**config.mk**
```make
export PLATFORM = sky130hd
export DESIGN_NAME = ov7670_emulator
export DESIGN_NICKNAME = d
export VERILOG_FILES = /design/src/rtl/ov7670_emulator.sv
export SDC_FILE = /design/constraint.sdc
export NUM_CORES = 1
export LEC_CHECK = 0
export CAP_MARGIN = 20
export CORE_ASPECT_RATIO = 1.4
export CORE_MARGIN = 2
export CORE_UTILIZATION = 68
export CTS_CLUSTER_DIAMETER = 80
export DETAILED_ROUTE_END_ITERATION = 10
export DONT_BUFFER_PORTS = 1
export GPL_ROUTABILITY_DRIVEN = 0
export PLACE_DENSITY = 0.85
export SETUP_SLACK_MARGIN = 0.15
export SYNTH_ARGS = -nofsm -noshare
export SYNTH_HDL_FRONTEND = slang
export SYNTH_SLANG_ARGS = --single-unit
```
**constraint.sdc**
```tcl
create_clock -name pclk -period 5.4 [get_ports pclk]
set_input_delay 0.54 -clock pclk [delete_from_list [all_inputs] [get_ports pclk]]
set_output_delay 0.54 -clock pclk [all_outputs]
set_load 0.1 [all_outputs]
```
**src/rtl/ov7670_emulator.sv**
```systemverilog
// ============================================================================
// Module   : ov7670_emulator
// Purpose  : Replays frames from an external frame buffer as an OV7670-style
//            camera stream: 640 bytes per line (two bytes per RGB565 pixel,
//            high byte first), 320x240 pixels, with programmable vertical and
//            horizontal blanking. Frames are generated back to back while en
//            is high; en is only examined at frame boundaries.
// Revision : 1.0 - initial release
//
// Optional feature macro: OV_EMU_PATTERN_EN
//   When defined, a pattern_sel input is added. If pattern_sel is high at the
//   start of a frame, that frame shows 8 vertical colour bars instead of
//   buffer contents, and the frame buffer is not read.
//
// Parameters
//   H_BLANK      : href-low pclk cycles after each 640-byte line
//   VSYNC_LINES  : line periods with v_sync high
//   VBP_LINES    : blank line periods between v_sync and the first active line
//   VFP_LINES    : blank line periods after the last active line
//   ACTIVE_LINES : active lines per frame (240 for a real QVGA frame; smaller
//                  values only shorten the frame for bring-up)
//
// Ports
//   pclk        in   pixel clock, all logic on the rising edge
//   reset       in   asynchronous, active-high reset
//   en          in   frame-generation enable (sampled at frame boundary)
//   pattern_sel in   colour-bar select (only with OV_EMU_PATTERN_EN)
//   rd_en       out  frame-buffer read strobe, one per pixel
//   rAddr       out  frame-buffer read address, line*320 + pixel
//   rData       in   RGB565 word, valid one pclk after rd_en
//   v_sync      out  active-high vertical sync
//   href        out  active-high line valid
//   ov7670_data out  byte stream, 0 while href is low
//   frame_done  out  one-pclk pulse in the last cycle of each frame
// ============================================================================
`default_nettype none

module ov7670_emulator #(
  parameter int H_BLANK      = 144,
  parameter int VSYNC_LINES  = 3,
  parameter int VBP_LINES    = 17,
  parameter int VFP_LINES    = 10,
  parameter int ACTIVE_LINES = 240
) (
  input  logic        pclk,
  input  logic        reset,
  input  logic        en,
`ifdef OV_EMU_PATTERN_EN
  input  logic        pattern_sel,
`endif
  output logic        rd_en,
  output logic [16:0] rAddr,
  input  logic [15:0] rData,
  output logic        v_sync,
  output logic        href,
  output logic [7:0]  ov7670_data,
  output logic        frame_done
);

  localparam int LINE_LEN = 640 + H_BLANK;
  localparam int H_W      = $clog2(LINE_LEN);

  localparam int MAX_A = (VSYNC_LINES > VBP_LINES) ? VSYNC_LINES : VBP_LINES;
  localparam int MAX_B = (VFP_LINES > ACTIVE_LINES) ? VFP_LINES : ACTIVE_LINES;
  localparam int MAX_L = (MAX_A > MAX_B) ? MAX_A : MAX_B;
  localparam int L_W   = (MAX_L > 1) ? $clog2(MAX_L) : 1;

  localparam logic [H_W-1:0] H_LAST   = H_W'(LINE_LEN - 1);
  localparam logic [H_W-1:0] H_PRE    = H_W'(LINE_LEN - 2);
  localparam logic [H_W-1:0] H_ACTIVE = H_W'(640);
  // Reads inside a line happen at even byte positions 0..636 (pixels 1..319);
  // pixel 0 is read two cycles before the line starts.
  localparam logic [H_W-1:0] H_RD_END = H_W'(638);

  localparam logic [L_W-1:0] VS_LAST  = L_W'(VSYNC_LINES - 1);
  localparam logic [L_W-1:0] VBP_LAST = L_W'(VBP_LINES - 1);
  localparam logic [L_W-1:0] ACT_LAST = L_W'(ACTIVE_LINES - 1);
  localparam logic [L_W-1:0] VFP_LAST = L_W'(VFP_LINES - 1);

  localparam logic [16:0] ADDR_LAST = 17'(ACTIVE_LINES * 320 - 1);

  localparam logic [2:0] S_IDLE   = 3'd0;
  localparam logic [2:0] S_VSYNC  = 3'd1;
  localparam logic [2:0] S_VBP    = 3'd2;
  localparam logic [2:0] S_ACTIVE = 3'd3;
  localparam logic [2:0] S_VFP    = 3'd4;

  logic [2:0]     state_q, state_d;
  logic [H_W-1:0] h_q, h_d;
  logic [L_W-1:0] ln_q, ln_d;
  logic [L_W-1:0] ln_end;

  logic           v_sync_q, v_sync_d;
  logic           href_q, href_d;
  logic           rd_en_q, rd_en_d;
  logic           rd_dly_q;
  logic           fd_q, fd_d;
  logic [16:0]    addr_q, addr_d;
  logic [7:0]     data_q, data_d;
  logic [7:0]     lo_q, lo_d;
  logic           next_active;
  logic           pattern_on;

`ifdef OV_EMU_PATTERN_EN
  logic           pat_q, pat_d;
  logic [15:0]    bar;

  // Colour of the bar containing byte position hpos (80 bytes = 40 pixels).
  function automatic logic [15:0] bar_colour(input logic [H_W-1:0] hpos);
    logic [15:0] c;
    if      (hpos < H_W'(80))  c = 16'hFFFF;
    else if (hpos < H_W'(160)) c = 16'hFFE0;
    else if (hpos < H_W'(240)) c = 16'h07FF;
    else if (hpos < H_W'(320)) c = 16'h07E0;
    else if (hpos < H_W'(400)) c = 16'hF81F;
    else if (hpos < H_W'(480)) c = 16'hF800;
    else if (hpos < H_W'(560)) c = 16'h001F;
    else                       c = 16'h0000;
    return c;
  endfunction

  assign pattern_on = pat_q;
`else
  assign pattern_on = 1'b0;
`endif

  // Last line index of the current vertical phase.
  always_comb begin
    case (state_q)
      S_VSYNC:  ln_end = VS_LAST;
      S_VBP:    ln_end = VBP_LAST;
      S_ACTIVE: ln_end = ACT_LAST;
      default:  ln_end = VFP_LAST;
    endcase
  end

  // Frame timing: byte counter within the line, line counter within the
  // current phase, and phase sequencing.
  always_comb begin
    state_d = state_q;
    h_d     = h_q;
    ln_d    = ln_q;
    case (state_q)
      S_IDLE: begin
        h_d  = '0;
        ln_d = '0;
        if (en) state_d = S_VSYNC;
      end
      S_VSYNC, S_VBP, S_ACTIVE, S_VFP: begin
        if (h_q == H_LAST) begin
          h_d = '0;
          if (ln_q == ln_end) begin
            ln_d = '0;
            case (state_q)
              S_VSYNC:  state_d = S_VBP;
              S_VBP:    state_d = S_ACTIVE;
              S_ACTIVE: state_d = S_VFP;
              default:  state_d = en ? S_VSYNC : S_IDLE;
            endcase
          end else begin
            ln_d = ln_q + 1'b1;
          end
        end else begin
          h_d = h_q + 1'b1;
        end
      end
      default: begin
        state_d = S_IDLE;
        h_d     = '0;
        ln_d    = '0;
      end
    endcase
  end

`ifdef OV_EMU_PATTERN_EN
  // Pattern choice is frozen for the whole frame at VSYNC entry.
  always_comb begin
    pat_d = pat_q;
    if (state_d == S_VSYNC && state_q != S_VSYNC) pat_d = pattern_sel;
  end
  assign bar = bar_colour(h_d);
`endif

  // Every output register is loaded with the value belonging to the cycle the
  // counters are about to enter, so outputs line up with the counters while
  // staying fully registered.
  always_comb begin
    v_sync_d = (state_d == S_VSYNC);
    href_d   = (state_d == S_ACTIVE) && (h_d < H_ACTIVE);
    fd_d     = (state_d == S_VFP) && (ln_d == VFP_LAST) && (h_d == H_LAST);

    // The line following the current one carries pixels.
    next_active = ((state_d == S_VBP) && (ln_d == VBP_LAST)) ||
                  ((state_d == S_ACTIVE) && (ln_d != ACT_LAST));

    rd_en_d = 1'b0;
    if (!pattern_on) begin
      if ((state_d == S_ACTIVE) && (h_d < H_RD_END) && !h_d[0]) rd_en_d = 1'b1;
      if ((h_d == H_PRE) && next_active)                       rd_en_d = 1'b1;
    end

    if (state_q == S_IDLE)        addr_d = '0;
    else if (rd_en_q)             addr_d = (addr_q == ADDR_LAST) ? 17'd0 : addr_q + 17'd1;
    else                          addr_d = addr_q;

    // rData is valid in the cycle after a strobe: its high byte goes straight
    // to the output register, its low byte is held for the following cycle.
    lo_d   = rd_dly_q ? rData[7:0] : lo_q;
    data_d = rd_dly_q ? rData[15:8] : (href_d ? lo_q : 8'h00);
`ifdef OV_EMU_PATTERN_EN
    if (pat_q) data_d = href_d ? (h_d[0] ? bar[7:0] : bar[15:8]) : 8'h00;
`endif
  end

  always_ff @(posedge pclk or posedge reset) begin
    if (reset) begin
      state_q  <= S_IDLE;
      h_q      <= '0;
      ln_q     <= '0;
      v_sync_q <= 1'b0;
      href_q   <= 1'b0;
      rd_en_q  <= 1'b0;
      rd_dly_q <= 1'b0;
      fd_q     <= 1'b0;
      addr_q   <= '0;
      data_q   <= '0;
      lo_q     <= '0;
    end else begin
      state_q  <= state_d;
      h_q      <= h_d;
      ln_q     <= ln_d;
      v_sync_q <= v_sync_d;
      href_q   <= href_d;
      rd_en_q  <= rd_en_d;
      rd_dly_q <= rd_en_q;
      fd_q     <= fd_d;
      addr_q   <= addr_d;
      data_q   <= data_d;
      lo_q     <= lo_d;
    end
  end

`ifdef OV_EMU_PATTERN_EN
  always_ff @(posedge pclk or posedge reset) begin
    if (reset) pat_q <= 1'b0;
    else       pat_q <= pat_d;
  end
`endif

  assign rd_en       = rd_en_q;
  assign rAddr       = addr_q;
  assign v_sync      = v_sync_q;
  assign href        = href_q;
  assign ov7670_data = data_q;
  assign frame_done  = fd_q;

endmodule

`default_nettype wire
```
==> reports/qor.csv <==
stage,metric,value,unit
synth,seq_area_frac_synth,0.444,
pwr,peakVddDrop,0.000172,V
worst_setup_path,path_class,flip-flop to flip-flop,
synth,syn_area,0.00333,mm²
floorplanning,core,0.00477,mm²
drt,vias,2654,
finish,final_cell_mix,"dfrtp_1 (59), nor2_1 (45), nand2_1 (21)",
finish,layout_commonest_cell,dfrtp_1,
drt,drt_iter0_markers,264,
finish,drive_gt1_frac,0.106,
finish,instances_no_fill,405,
worst_setup_path,cp-end-kind,flip-flop,
drt,wl_per_cell,17.7,µm
floorplanning,dieArea,0.00548,mm²
clock_tree,clock_latency,0.36,ns
clock_tree,cts-root-buf,clkbuf_8,
placement,port_buffers,0,
timing,clock.fmax,0.346,GHz
global_routing,antenna_found_initial,0,
synth,syn-num-nets,362,
timing,drv_slew,0,
worst_setup_path,cpLargestDelayFamily,simple AND/OR/NAND/NOR gates,
placement,numPlacedInstances,389,
clock_tree,cts_tree,built,
finish,seq_area,0.00148,mm²
floorplanning,initial_core_util,0.698,
worst_setup_path,worstPathMaxFanout,10,
synth,synth_edf_count,0,
clock_tree,post_cts_buffers,0,
timing,rsz0062_at_grt,false,
clock_tree,htreeDepth,3,
finish,n_antenna_cell,0,
drt,route.antenna.remaining_nets,0,
synth,ys_ff_latch,59,
synth,yosysWarnings,0,
finish,nFillCells,369,
worst_setup_path,crit_arrival,3.15,ns
timing,setup_viol,0,
floorplanning,die_x,63.1,µm
global_routing,grt_max_degree,60,
floorplanning,die_h,86.8,µm
placement,hpwlAfterDp,5000,µm
synth,ys_types,69,
timing,worst_slew_pin_slew,1.08,ns
finish,multi_input_area,0.00173,mm²
drt,drc,0,
global_routing,grt.overflow.total,0,
pwr,power_leakage,1.48,nW
flow_run,maxCapViolCount,0,
worst_setup_path,r2r-start,h_q[0],
finish,area_growth,5.30,%
timing,hold_viol,0,
timing,clock_skew,0.0158,ns
global_routing,grt_pass1_wl,12400,µm
worst_setup_path,path_cells,ha_1 -> nand3_1 -> nor3_2 -> nand2b_2 -> or2_1 -> a211oi_4 -> o221ai_1 -> o31ai_2,
timing,fin_crit_sh,0.535,
finish,fin_nets,358,
clock_tree,cts_num_sinks,59,
synth,async_flop_share,1.00,
clock_tree,cts_hold_buf,0,
worst_setup_path,cp.required,5.66,ns
worst_setup_path,cp-start-kind,flip-flop,
worst_setup_path,crit_start,h_q[0],
drt,dr.pass1.iters,4,
worst_setup_path,cpMaxStageDelayCell,a211oi_4,
synth,synth_area_per_cell,9.79,µm²
min_path,min_path_type,input pin to async pin,
clock_tree,clk_path_buf_depth,2,
synth,ys_dominant_reg_cell,dfrtp_1,
floorplanning,ios,48,
drt,wirelength,7150,µm
drt,viasPerCell,6.55,
worst_setup_path,worst-path-buf-inv,0,
clock_tree,cts_buffers,9,
timing,period_needed,2.89,ns
timing,slew_headroom,0.282,
floorplanning,num_rows,30,
global_routing,first_global_vias,2646,
global_routing,grt_use_total,0.292,
pwr,power.density,237,mW/mm²
clock_tree,clk_pin_slew_worst_paths,0.08,ns
clock_tree,ctsResizeCount,0,
worst_setup_path,critPathMaxStageDelay,0.49,ns
timing,finalSetupTns,0,ns
synth,synth_cells,340,
outcome,status,"finished, final reports clean",
-- report_power, final --
part / switching [mW] / internal [mW]
clock: 0.198 / 0.172
combinational: 0.0105 / 0.00371
sequential: 0.000519 / 0.445
total: 0.209 / 0.620
-- sequential cells by signal (all words and copies together) (netlist names) --
name and cells:
frame_done 1, h_q 10, href 1, ln_q 8
lo_q 8, ov7670_data 8, rAddr 17, rd_dly_q 1
rd_en 1, state_q 3, v_sync 1
-- final cells by class --
cell class | count | share of cell area
multi-input cells | 258 | 0.494
flip-flops and latches | 59 | 0.421
clock buffers | 9 | 0.0354
well taps | 64 | 0.0229
clock inverters | 7 | 0.0168
inverters | 7 | 0.00750
repair buffers | 1 | 0.00214
-- synthesized netlist by cell type (4+ instances only) --
library cell / n / area share
a21o_1: 9 / 0.020
a21oi_1: 8 / 0.012
a22o_1: 10 / 0.026
and3_1: 6 / 0.011
buf_4: 4 / 0.0090
clkbuf_1: 5 / 0.0056
dfrtp_1: 59 / 0.44
inv_1: 7 / 0.0079
mux2i_1: 4 / 0.012
nand2_1: 21 / 0.024
nand3_1: 18 / 0.027
nand3b_1: 5 / 0.011
nand4_1: 10 / 0.019
nor2_1: 45 / 0.051
nor2b_1: 11 / 0.021
nor3_1: 7 / 0.011
nor4_1: 7 / 0.013
o21ai_0: 9 / 0.014
xnor2_1: 12 / 0.032
xor2_1: 11 / 0.029
-- stage by stage --
step / worst slack, ns / total power [mW] / instance area (µm²) / utilization / hold slack [ns]
finish: 2.51 / 0.829 / 3500 / 0.735 / 0.251
global route: 2.31 / 0.854 / 3500 / 0.735 / 0.286
CTS: 2.59 / 0.837 / 3500 / 0.735 / 0.287
detailed placement: 2.61 / 0.469 / 3320 / 0.697 / 0.565
global placement: 2.68 / 0.468 / 3320 / 0.697 / 0.548
floorplan: 2.99 / 0.465 / 3330 / - / 0.504
-- path summary, 6_finish.rpt --
| path | end | slack [ns] | cells after the start |
|---|---|---|---|
| setup / recovery | rd_en | 2.51 | 8 |
| hold / removal | lo_q[1] | 0.25 | 2 |
| setup reg to reg | rd_en | 2.51 | 8 |
| hold reg to reg | h_q[0] | 0.60 | 1 |
| max in group asynchronous | rAddr[1] | 4.66 | 2 |
| min in group pclk | lo_q[1] | 0.29 | 1 |
-- layer usage --
layer  vias to the layer above  part of all wire  GRT usage
li1                       1237                 -          -
met1                      1297              0.39      0.334
met2                        99              0.53      0.511
met3                        21             0.055     0.0714
met4                         0             0.031      0.137
met5                         -                 0          0
-- kinds of logic after synthesis --
group                    after synthesis  synth area share
adder cells (fa/ha/maj)                3            0.0113
AND/OR/NAND/NOR                      164             0.286
XOR/XNOR                              23            0.0605
buffers and inverters                 23            0.0361
multiplexers                           5            0.0154
AO/OA/AOI/OAI                         63             0.147
flip-flops                            59             0.444
(Power assumes the default switching activity.)
